File: config.mk
export PLATFORM = sky130hd
export DESIGN_NAME = fft_seq_ctrl_flat
export DESIGN_NICKNAME = d
export VERILOG_FILES = /design/src/rtl/fft_seq_ctrl_pkg.sv /design/src/rtl/fft_seq_ctrl_if.sv /design/src/rtl/fft_stage_cnt.sv /design/src/rtl/fft_seq_ctrl.sv /design/src/flat_wrapper.sv
export SDC_FILE = /design/constraint.sdc
export NUM_CORES = 1
export LEC_CHECK = 0
export ABC_AREA = 1
export CORE_UTILIZATION = 52
export DETAILED_ROUTE_END_ITERATION = 16
export GPL_TIMING_DRIVEN = 1
export PLACE_DENSITY = 0.89
export SYNTH_ARGS = -nofsm -noshare
export SYNTH_HDL_FRONTEND = slang
export SYNTH_SLANG_ARGS = --single-unit
File: constraint.sdc
create_clock -name clk -period 2.1 [get_ports clk]
set_clock_uncertainty 0.15 [all_clocks]
set_input_delay 0.42 -clock clk [delete_from_list [all_inputs] [get_ports clk]]
set_output_delay 0.42 -clock clk [all_outputs]
set_load 0.01 [all_outputs]
File: src/rtl/fft_seq_ctrl_pkg.sv
// fft_seq_ctrl_pkg: controller state type and default FFT pipeline geometry
package fft_seq_ctrl_pkg;
  typedef enum logic [1:0] {IDLE = 2'd0, RUN = 2'd1, FLUSH = 2'd2} state_e;
  localparam int N_LOG2_DEF = 3;
  localparam int LAT_DEF    = 7;
  localparam int OFS2_DEF   = 4;
  localparam int OFS3_DEF   = 6;
endpackage

File: src/rtl/fft_seq_ctrl_if.sv
// fft_seq_ctrl_if: sample-in / result-out handshake bundle
//   in_valid/in_last -> in_ready : upstream sample stream
//   out_ready -> out_valid/out_last : downstream result stream
interface fft_seq_ctrl_if;
  logic in_valid, in_last, in_ready, out_ready, out_valid, out_last;
  modport master (output in_valid, in_last, out_ready, input in_ready, out_valid, out_last);
  modport slave (input in_valid, in_last, out_ready, output in_ready, out_valid, out_last);
endinterface

File: src/rtl/fft_stage_cnt.sv
// fft_stage_cnt: 3-bit wrapping twiddle counter with enable and sync clear
//   clk, reset (async, active-low), en_i advance, clr_i restart, cnt_o count
module fft_stage_cnt (
  input  logic       clk,
  input  logic       reset,
  input  logic       en_i,
  input  logic       clr_i,
  output logic [2:0] cnt_o
);
  logic [2:0] cnt_q;
  always_ff @(posedge clk or negedge reset)
    if (!reset) cnt_q <= '0;
    else if (clr_i) cnt_q <= '0;
    else if (en_i) cnt_q <= cnt_q + 3'd1;
  assign cnt_o = cnt_q;
endmodule

File: src/rtl/fft_seq_ctrl.sv
// fft_seq_ctrl: advance/enable sequencer for a 3-stage radix-2 SDF FFT
//   clk, reset (async, active-low)
//   s        : stream handshake (in_valid/in_last/in_ready, out_ready/out_valid/out_last)
//   adv      : pipeline advance strobe
//   stage_en : per-stage twiddle counter advance
//   tw_addr1..3 : per-stage twiddle address; bf_sel : per-stage butterfly mode
//   busy     : controller not idle; frame_err : framing error pulse
module fft_seq_ctrl
  import fft_seq_ctrl_pkg::*;
#(
  parameter int N_LOG2 = N_LOG2_DEF,
  parameter int LAT    = LAT_DEF,
  parameter int OFS2   = OFS2_DEF,
  parameter int OFS3   = OFS3_DEF
) (
  input  logic          clk,
  input  logic          reset,
  fft_seq_ctrl_if.slave s,
  output logic          adv,
  output logic [2:0]    stage_en,
  output logic [2:0]    tw_addr1,
  output logic [2:0]    tw_addr2,
  output logic [2:0]    tw_addr3,
  output logic [2:0]    bf_sel,
  output logic          busy,
  output logic          frame_err
);
  state_e            state_q, state_d;
  logic [LAT:0]      vld_q, lst_q;
  logic [N_LOG2-1:0] in_cnt_q;
  logic              frame_err_q, accept, inflight, cnt0;
  // in_ready is gated by reset so nothing advances while reset is held
  always_comb begin
    s.in_ready = reset & s.out_ready & (state_q != FLUSH);
    accept     = s.in_valid & s.in_ready;
    adv        = (state_q == FLUSH) ? s.out_ready : accept;
    inflight   = |vld_q[LAT-1:0];
    cnt0       = in_cnt_q == '0;
    stage_en   = {adv & vld_q[OFS3], adv & vld_q[OFS2], accept};
    bf_sel     = {tw_addr3[0], tw_addr2[1], tw_addr1[2]};
    s.out_valid = vld_q[LAT];
    s.out_last  = lst_q[LAT];
    busy       = state_q != IDLE;
    frame_err  = frame_err_q;
    state_d    = state_q;
    // FLUSH ends on the advance that moves the final token onto the output
    state_d = (state_q == IDLE) ? (accept ? RUN : IDLE)
            : (state_q == RUN)  ? ((cnt0 & ~s.in_valid & s.out_ready & inflight) ? FLUSH
                                 : (cnt0 & ~inflight & ~accept) ? IDLE : RUN)
            : (adv & ~|vld_q[LAT-2:0]) ? IDLE : FLUSH;
  end
  always_ff @(posedge clk or negedge reset)
    if (!reset) begin
      state_q     <= IDLE;
      vld_q       <= '0;
      lst_q       <= '0;
      in_cnt_q    <= '0;
      frame_err_q <= 1'b0;
    end else begin
      state_q <= state_d;
      if (adv) begin
        vld_q <= {vld_q[LAT-1:0], accept};
        lst_q <= {lst_q[LAT-1:0], accept & s.in_last};
      end
      // in_last realigns the sample counter even when it arrives at the wrong position
      if (accept) in_cnt_q <= s.in_last ? '0 : in_cnt_q + 1'b1;
      frame_err_q <= accept & (s.in_last ^ (in_cnt_q == '1));
    end
  fft_stage_cnt u_cnt1 (.clk, .reset, .en_i(stage_en[0]), .clr_i(accept & s.in_last), .cnt_o(tw_addr1));
  fft_stage_cnt u_cnt2 (.clk, .reset, .en_i(stage_en[1]), .clr_i(adv & lst_q[OFS2]), .cnt_o(tw_addr2));
  fft_stage_cnt u_cnt3 (.clk, .reset, .en_i(stage_en[2]), .clr_i(adv & lst_q[OFS3]), .cnt_o(tw_addr3));
endmodule

File: src/flat_wrapper.sv
// flat-port wrapper written by rule: the top's interface ports become plain ports
module fft_seq_ctrl_flat import fft_seq_ctrl_pkg::*;
#(
  parameter int N_LOG2 = N_LOG2_DEF,
  parameter int LAT    = LAT_DEF,
  parameter int OFS2   = OFS2_DEF,
  parameter int OFS3   = OFS3_DEF
)
  (clk, reset, adv, stage_en, tw_addr1, tw_addr2, tw_addr3, bf_sel, busy, frame_err, s_in_valid, s_in_last, s_out_ready, s_in_ready, s_out_valid, s_out_last);
  fft_seq_ctrl_if s_i ();
  input  logic clk;
  input  logic reset;
  output logic adv;
  output logic [2:0] stage_en;
  output logic [2:0] tw_addr1;
  output logic [2:0] tw_addr2;
  output logic [2:0] tw_addr3;
  output logic [2:0] bf_sel;
  output logic busy;
  output logic frame_err;
  input wire logic [$bits(s_i.in_valid)-1:0] s_in_valid;
  input wire logic [$bits(s_i.in_last)-1:0] s_in_last;
  input wire logic [$bits(s_i.out_ready)-1:0] s_out_ready;
  output wire logic [$bits(s_i.in_ready)-1:0] s_in_ready;
  output wire logic [$bits(s_i.out_valid)-1:0] s_out_valid;
  output wire logic [$bits(s_i.out_last)-1:0] s_out_last;
  assign s_i.in_valid = s_in_valid;
  assign s_i.in_last = s_in_last;
  assign s_i.out_ready = s_out_ready;
  assign s_in_ready = s_i.in_ready;
  assign s_out_valid = s_i.out_valid;
  assign s_out_last = s_i.out_last;
  fft_seq_ctrl #(.N_LOG2(N_LOG2), .LAT(LAT), .OFS2(OFS2), .OFS3(OFS3)) u_core (.clk(clk), .reset(reset), .s(s_i), .adv(adv), .stage_en(stage_en), .tw_addr1(tw_addr1), .tw_addr2(tw_addr2), .tw_addr3(tw_addr3), .bf_sel(bf_sel), .busy(busy), .frame_err(frame_err));
endmodule
======== After elaboration in Yosys (flattened, before gate mapping) ========
Index checks and enable logic that the tools add are counted.
storage, ports and cells
  register bits ........................... 31
  output and inout bits ................... 21
  logic and storage cells ................. 58
cells by class
  add/subtract/negate cells ............... 4
  equal/unequal tests ..................... 4
  muxes and demuxes ....................... 14
  bitwise logic cells ..................... 19
  reduce and logical (&&, ||, !) cells .... 9
operator list
  operator             number
  $mux 3               7
  $and 1x1->1          15
  $add 3x1->3 const B  4
  $mux 2               4
  $reduce_bool 2->1    4
  $reduce_or 7->1      1
  $reduce_or 6->1      1
  $eq 3x3->1 const B   1
  $logic_not 3->1      1
  $mux 1               3
  $not 1->1            3
  $eq 2x1->1 const B   1
  $eq 2x2->1 const B   1
  $logic_not 2->1      1
  $ne 2x2->1 const B   1
  $logic_not 1->1      1
  $xor 1x1->1          1

======== Longest topological paths before layout ========
Gate-level depths: netlist of the first run.
  depth in word-level cells ............... 9
  depth in mapped cells ................... 8

======== Modules after synthesis ========
A second synthesis of the first run with hierarchy kept.
second synthesis, totals
  cell total of the unflattened synthesis .. 178
  area total of the unflattened synthesis .. 1576.5 sq um
by module, submodules not included
  module         instances  cells each  area an instance (sq um)
  fft_seq_ctrl   1          127         1148.6
  fft_stage_cnt  3          17          142.6

======== Worst setup path after synthesis of the first run ========
OpenSTA, ideal clock, no wires.
  kind .................................... input to output
  start ................................... input port reset
  end ..................................... output port stage_en[1]
  data arrival time ....................... 1140 ps
  slack ................................... 390 ps
  stages .................................. 8
  path buffers ............................ 2
  cells stage by stage .................... nand2_1 > inv_1 > nand3_4 > nand2_4 > buf_12 > nand2_1 > inv_1 > buf_4
between the ends
  cells in the longest elaborated chain, start to end .. 5
RTL lines
  element                   RTL line            RTL
  start, declared           flat_wrapper.sv:12  input logic reset;
  $and 1x1->1 (2 in a row)  fft_seq_ctrl.sv:34  s.in_ready = reset & s.out_ready & (state_q != FLUSH);
  $and 1x1->1               fft_seq_ctrl.sv:35  accept = s.in_valid & s.in_ready;
  $mux 1                    fft_seq_ctrl.sv:36  adv = (state_q == FLUSH) ? s.out_ready : accept;
  named net adv             flat_wrapper.sv:13  output logic adv;
  $and 1x1->1               fft_seq_ctrl.sv:39  stage_en = {adv & vld_q[OFS3], adv & vld_q[OFS2], accept};
  end, declared             flat_wrapper.sv:14  output logic [2:0] stage_en;
The timed path passes the listed nets, and every way through them passes these cells.

======== Worst setup path in the final report of the first run ========
  start ................................... register u_core.state_q[1]
  end ..................................... output port busy
between the ends
  cells in the longest elaborated chain, start to end .. 1
RTL lines
  element                 RTL line            RTL
  start, declared         fft_seq_ctrl.sv:28  state_e state_q, state_d;
  start signal, assigned  fft_seq_ctrl.sv:60  state_q <= state_d;
  $reduce_bool 2->1       fft_seq_ctrl.sv:43  busy = state_q != IDLE;
  end, declared           flat_wrapper.sv:19  output logic busy;
Every way passes these cells.

==> results of run 1 <==
==> sequential cells by signal (all words and copies together) (netlist names) <==
name / cells
u_core.u_cnt1.cnt_o: 3
u_core.state_q: 2
u_core.vld_q: 8
u_core.lst_q: 8
u_core.in_cnt_q: 3
u_core.frame_err: 1
u_core.u_cnt2.cnt_o: 3
u_core.u_cnt3.cnt_o: 3
==> layer usage <==
layer,share of wire,up-vias
met3,0.040,5
met2,0.48,23
met1,0.47,558
li1,-,619
met5,0,-
met4,0.015,0
==> metrics by stage <==
stage	hold slack (ns)	std cells
global route	0.168	242
floorplan	-0.0256	177
finish	0.140	242
CTS	0.141	242
detailed placement	0.325	232
global placement	0.311	232
==> area by class of cell <==
type	count	area share
flip-flops and latches	31	0.408
clock inverters	2	0.0184
inverters	26	0.0513
repair buffers	36	0.171
clock buffers	6	0.0270
well taps	31	0.0204
multi-input cells	110	0.304
==> power groups by stage <==
stage | clock (mW) | combinational (mW) | sequential (mW)
after floorplan | 0 | 0.713 | 1.06
after global placement | 0 | 1.07 | 1.05
after detailed placement | 0 | 1.11 | 1.06
after CTS | 0.507 | 1.12 | 1.05
after global routing | 0.527 | 1.26 | 1.09
final | 0.494 | 1.12 | 1.06
==> worst paths after layout <==
| kind | slack (ns) | end |
|---|---|---|
| setup / recovery | 0.08 | busy |
| hold / removal | 0.14 | u_core.u_cnt2.cnt_o[2] |
| setup reg to reg | 0.40 | u_core.u_cnt2.cnt_o[1] |
| hold reg to reg | 0.35 | u_core.lst_q[5] |
| max in group asynchronous | 1.37 | u_core.u_cnt2.cnt_o[1] |
| min in group clk | 0.35 | u_core.lst_q[5] |
==> logic make-up after synthesis <==
logic type / after synthesis / share of synthesized area
AO/OA/AOI/OAI: 22 / 0.0772
XOR/XNOR: 2 / 0.0113
adder cells (fa/ha/maj): 6 / 0.0483
buffers and inverters: 36 / 0.131
flip-flops: 31 / 0.499
multiplexers: 1 / 0.00644
AND/OR/NAND/NOR: 79 / 0.227
==> cells in the final DEF (no fill, tap or decap), drive strengths merged, types with 4 or more instances in the layout <==
cell and instances:
nand2 43, a21oi 6, clkbuf 7, o21ai 15, nand4 6, nor2 19, ha 6, dlygate4sd2 4
clkdlybuf4s50 17, dfrtp 31, buf 11, nand3 11, inv 26
==> critical path: stages, from the launching register on <==
cell and delay, ns:
dfrtp_1 0.43, nor2_1 0.14, inv_1 0.08, clkdlybuf4s50_1 0.47
==> repair_timing <==
| item | CTS | global route |
|---|---|---|
| gates resized for setup | 7 | 6 |
| buffers inserted | 2 | 0 |
| endpoints found under the hold margin | 0 | 0 |
| pin swaps | 1 | 0 |
| endpoints found under the setup margin | 5 | 5 |
==> metrics.md, run 1 <==
| Metric | Value |
|---|---|
| GP Congestion | 0.774 |
| Row count | 19 |
| Minimum clock period | around 2.0 ns |
| Synthesized area | about 0.0016 mm^2 |
| Area of the multi-input gates | just under 600 um^2 |
| Startpoint Class | flip-flop |
| Post-synth EDFFs | 0 |
| Grt met3 use | 0.0553 |
| Tcrit/Tclk final | 0.963 |
| Yosys top cell area share | 0.499 |
| Root Driver | clkbuf_4 |
| P_int | approximately 1.7 mW |
| RSZ-0062 raised after global routing | true |
| Crit path DAT | approximately 1.5 ns |
| Max cap viols | 0 |
| Critical path type | reg -> out |
| Switch share | 0.378 |
| Starting Density | 0.554 |
| Clk pwr share | 0.185 |
| Initial antenna violation count | 0 |
| Share of post-route cells with drive strength above 1 | 0.142 |
| Final max-slew violation count | 0 |
| Largest net degree at the start of global routing | 32 |
| Vias in the first global route | about 1,200 |
| Total core area | between 0.002 and 0.003 mm^2 |
| Clock slew at reported path FFs | approximately 0.10 ns |
| Hpwl dp | a little under 2 mm |
| N_diodes | 0 |
| M1 GR Usage | 0.275 |
| Pre-CTS setup slack | -0.467 ns |
| Setup TNS Final | 0 ns |
| Power Density | around 1400 mW/mm^2 |
| Mapped Nets | about 190 |
| Seq. cell area | between 700 and 800 um^2 |
| Design Area, Final | 0.00190 mm^2 |
| WL/cell | 12.0 um |
| PortBufs | 25 |
| DRT Wirelength | around 2.9 mm |
| Cell with the most instances after synthesis | nand2_1 |
| Die width | 56.7 um |
| Failing checks | design-rule violations |
| Maximum vdd ir drop | ~0.00064 V |
| CP Launch Point | u_core.state_q[1] |
| R2r startpoint | u_core.state_q[1] |
| Ranking of synthesized cells by area | dfrtp_1 (50%), nand2_1 (9.9%), inv_1 (5.8%) |
| GRT Total Usage | 0.213 |
| Yosys warns | 0 |
| Area grow syn2layout | 22.3% |
| GRT overflow | 0 |
| Crit-path max FO | 4 |
| Finished Core Util | 0.678 |
| Max Clk Rate | slightly below 500 MHz |
| Endpoints failing setup | 0 |
| Synth unique cells | 22 |
| Share of async-settable or async-resettable flops after synthesis | 1.00 |
| I/O Pins | 26 |
| Clk sink count | 31 |
| Fillers | 209 |
| Most frequent cells after synthesis | nand2_1 (41), dfrtp_1 (31), inv_1 (24) |
| Initial DRC Count | 30 |
| Final hold viol count | 0 |
| Net switching power | 1.01 mW |
| Crit end category | output pin |
| Least-Margin Pin Slew | 0.384 ns |
| Clock Latency Late Sink | 0.34 ns |
| First-pass GRT wire length | roughly 5.2 mm |
| CTS tree | done |
| Reg2reg path depth | 9 |
| Sequential fraction of the synthesis area | 0.499 |
| GR Util met2 | 0.335 |
| Total Power | between 2 and 3 mW |
| Mapped Cells | 177 |
| Final setup margin | about 0.08 ns |
| Status | finished, violations left |
| Worst rel slew slack | 0.744 |
| WP data required | 1.53 ns |
| Layer with the highest usage | met2 |
| Area leader, netlist | dfrtp_1 |
| CTS Buffer Depth | 2 |
| Worst min path class | in -> async |
| #FFs+latches synth | 31 |
| Synth Flop Type | dfrtp_1 |
| TritonCTS Buffers | 5 |
| Final ANT Viol Nets | 0 |
| Die height | between 50 and 60 um |
| Residual DRC | 4 |
| Mean post-synth cell area | 8.79 um^2 |
| Seq pwr share | 0.396 |
| Routed vias | ~1,200 |
| Die area | between 0.003 and 0.004 mm^2 |
| Via-per-instance ratio | approximately 5 |
| Hold-fix buffers, CTS | 0 |
| Max H-tree Level | 2 |
| Gate power share | 0.419 |
| Leakage | around 1.0 nW |
| Final-stage net count | between 200 and 250 |
| First-pass detailed-route iteration total | 10 |
| Placed Area | roughly 0.0018 mm^2 |
No activity file was read; power rests on OpenSTA's default activity.
==> inputs of run 2 (changes only) <==
--- a/config.mk
+++ b/config.mk
@@ -5,11 +5,11 @@
 export SDC_FILE = /design/constraint.sdc
 export NUM_CORES = 1
 export LEC_CHECK = 0
-export ABC_AREA = 1
-export CORE_UTILIZATION = 52
+export CORE_ASPECT_RATIO = 0.75
+export CORE_UTILIZATION = 53
 export DETAILED_ROUTE_END_ITERATION = 16
 export GPL_TIMING_DRIVEN = 1
-export PLACE_DENSITY = 0.89
+export PLACE_DENSITY = 0.9
 export SYNTH_ARGS = -nofsm -noshare
 export SYNTH_HDL_FRONTEND = slang
 export SYNTH_SLANG_ARGS = --single-unit
==> metrics.md, run 2 <==
| Metric | Value |
|---|---|
| Status | finished clean (was finished, violations left) |
| Net switching power | 0.985 mW (was 1.01 mW) |
| GRT overflow | 0 (unchanged) |
| Share of async-settable or async-resettable flops after synthesis | 1.00 (unchanged) |
| Die width | 66.2 um (was 56.7 um) |
| Max Clk Rate | 502 MHz (was 495 MHz) |
| Final hold viol count | 0 (unchanged) |
| N_diodes | 0 (unchanged) |
| Ranking of synthesized cells by area | dfrtp_1 (47%), mux2_2 (9.6%), ha_1 (4.6%) (was dfrtp_1 (50%), nand2_1 (9.9%), inv_1 (5.8%)) |
| Area grow syn2layout | 28.0% (was 22.3%) |
| Critical path type | reg -> out (unchanged) |
| Mean post-synth cell area | 11.6 um^2 (was 8.79 um^2) |
| Fillers | 201 (was 209) |
| Commonest cells after routing, fill and taps aside | dfrtp_1 (31), buf_4 (21), clkdlybuf4s50_1 (16) (was nand2_1 (40), dfrtp_1 (31), inv_1 (24)) |
| Sequential fraction of the synthesis area | 0.473 (was 0.499) |
| Initial antenna violation count | 0 (unchanged) |
| Placed Cells incl. Taps | 209 (was 232) |
| Max H-tree Level | 2 (unchanged) |
| Share of post-route cells with drive strength above 1 | 0.313 (was 0.142) |
| Startpoint Class | flip-flop (unchanged) |
| Post-route non-filler standard cell count | 220 (was 242) |
| Leakage | 1.01 nW (about the same) |
| Crit path DAT | 1.42 ns (was 1.45 ns) |
| Worst min path class | in -> async (unchanged) |
| WP data required | 1.53 ns (about the same) |
| WHS | 0.141 ns (was 0.140 ns) |
| Row count | 17 (was 19) |
| Endpoints failing setup | 0 (unchanged) |
| Crit-path max FO | 5 (was 4) |
| Routed vias | 1,231 (was 1,205) |
| Hpwl dp | 2.65 mm (was 1.99 mm) |
| Final setup margin | 0.106 ns (was 0.0784 ns) |
| Minimum clock period | 1.99 ns (was 2.02 ns) |
| Clock slew at reported path FFs | 0.06 ns (was 0.10 ns) |
| Reg2reg path depth | 7 (was 9) |
| Pre-CTS setup slack | -0.438 ns (was -0.467 ns) |
| Max cap viols | 0 (unchanged) |
| P_int | 1.85 mW (was 1.66 mW) |
| Clock Latency Late Sink | 0.28 ns (was 0.34 ns) |
| Worst rel slew slack | 0.767 (was 0.744) |
| CTS tree | done (unchanged) |
| DRT Wirelength | 3.65 mm (was 2.91 mm) |
| Yosys warns | 0 (unchanged) |
| Final-stage net count | 192 (was 221) |
| Via-per-instance ratio | 5.60 (was 4.98) |
| Post-synth EDFFs | 0 (unchanged) |
| Mapped Cells | 142 (was 177) |
| Synth Flop Type | dfrtp_1 (unchanged) |
| Gate power share | 0.445 (was 0.419) |
| Die area | 0.00332 mm^2 (was 0.00321 mm^2) |
| Final ANT Viol Nets | 0 (unchanged) |
| Total Power | 2.84 mW (was 2.67 mW) |
| Seq pwr share | 0.380 (was 0.396) |
| Initial DRC Count | 60 (was 30) |
| Die height | 50.2 um (was 56.7 um) |
| Tcrit/Tclk final | 0.949 (was 0.963) |
| Power Density | 1350 mW/mm^2 (was 1400 mW/mm^2) |
| GP Congestion | 0.786 (was 0.774) |
| Starting Density | 0.559 (was 0.554) |
| Synth unique cells | 38 (was 22) |
| Cell with the most instances after synthesis | dfrtp_1 (was nand2_1) |
| Largest net degree at the start of global routing | 23 (was 32) |
| GRT Total Usage | 0.253 (was 0.213) |
| WL/cell | 16.6 um (was 12.0 um) |
| Root Driver | clkbuf_8 (was clkbuf_4) |
| Maximum vdd ir drop | 0.000636 V (about the same) |
| Least-Margin Pin Slew | 0.349 ns (was 0.384 ns) |
| Total core area | 0.00294 mm^2 (was 0.00281 mm^2) |
| Biggest regs | u_core.lst_q (8), u_core.vld_q (8) (unchanged) |
| Mapped Nets | 153 (was 188) |
| Residual DRC | 0 (was 4) |
| Clk pwr share | 0.176 (was 0.185) |
| Area leader, netlist | dfrtp_1 (unchanged) |
| Crit end category | output pin (unchanged) |
| RSZ-0062 raised after global routing | false (was true) |
| Most common cell after layout, fill and taps aside | dfrtp_1 (was nand2_1) |
| First-pass detailed-route iteration total | 4 (was 10) |
| Synthesized area | 0.00164 mm^2 (was 0.00156 mm^2) |
| Switch share | 0.347 (was 0.378) |
| Final max-slew violation count | 0 (unchanged) |
| CTS Buffer Depth | 2 (unchanged) |
| First-pass GRT wire length | 6.02 mm (was 5.15 mm) |
| Most frequent cells after synthesis | dfrtp_1 (31), mux2_2 (14), inv_1 (9) (was nand2_1 (41), dfrtp_1 (31), inv_1 (24)) |
| I/O Pins | 26 (unchanged) |
| Setup TNS Final | 0 ns (unchanged) |
| Clk sink count | 31 (unchanged) |
| Vias in the first global route | 1,266 (was 1,192) |
| PortBufs | 25 (unchanged) |
| TritonCTS Buffers | 5 (unchanged) |
| Yosys top cell area share | 0.473 (was 0.499) |
| #FFs+latches synth | 31 (unchanged) |
run 2: cell count changes after synthesis, sizes merged, moves of 10 or more:
cell,before,now
mux2,0,17
nor2,19,5
nand3,11,1
nand2,43,4
inv,26,10
run 2: layer usage:
| layer | track usage | part of all wire |
|---|---|---|
| met3 | 0.0682 | 0.053 |
| met2 | 0.398 | 0.49 |
| met1 | 0.322 | 0.43 |
| met4 | 0.124 | 0.022 |
| met5 | 0 | 0 |
run 2: area by class of cell:
type                       count  area (um^2)  area share
sequential                    31          776       0.369
tap                           38         47.5      0.0226
clock buffer                   8          100      0.0477
inverter                      10         40.0      0.0191
multi-input combinational     86          728       0.347
timing repair buffer          47          408       0.194
run 2: logic make-up (layout without fill, tap and decap cells):
| group | after synthesis | count (layout) | synth area share |
|---|---|---|---|
| AO/OA/AOI/OAI | 29 | 29 | 0.139 |
| XOR/XNOR | 1 | 1 | 0.00534 |
| adder cells (fa/ha/maj) | 6 | 6 | 0.0458 |
| buffers and inverters | 25 | 65 | 0.0877 |
| flip-flops | 31 | 31 | 0.473 |
| multiplexers | 17 | 17 | 0.124 |
| AND/OR/NAND/NOR | 33 | 33 | 0.126 |
run 2: power groups by stage:
stage	logic [mW]	registers, mW	clock network (mW)
2_1_floorplan	0.782	1.04	0
3_3_place_gp	1.17	1.05	0
3_5_place_dp	1.24	1.08	0
4_1_cts	1.26	1.07	0.512
5_1_grt	1.37	1.11	0.542
6_report	1.26	1.08	0.499
run 2: worst max-delay path, cell delays in order, from the launching register on:
cell	delay, ns
dfrtp_1	0.37
nor2b_1	0.14
buf_4	0.15
o21ai_4	0.15
inv_4	0.06
and2_1	0.15
buf_2	0.13
run 2: timing repair:
item | CTS | global route
hold buffers | 0 | 0
pin swaps | 1 | 0
gates resized for setup | 14 | 9
setup buffers | 2 | 1
setup endpoints to repair | 5 | 6
run 2: metrics by stage:
stage	util	instance area [um^2]
6_report	0.715	2100
3_3_place_gp	0.673	1980
3_5_place_dp	0.673	1980
2_1_floorplan	-	1640
5_1_grt	0.715	2100
4_1_cts	0.713	2090
run 2: final timing paths:
check,from,to,slack [ns]
worst min register to register,u_core.lst_q[1],u_core.lst_q[2],0.35
min in group clk,u_core.lst_q[1],u_core.lst_q[2],0.35
worst min-delay path,reset,u_core.u_cnt2.cnt_o[1],0.14
worst max-delay path,u_core.state_q[1],stage_en[1],0.11
max in group asynchronous,reset,u_core.lst_q[5],1.28
worst max register to register,u_core.state_q[1],u_core.lst_q[5],0.30
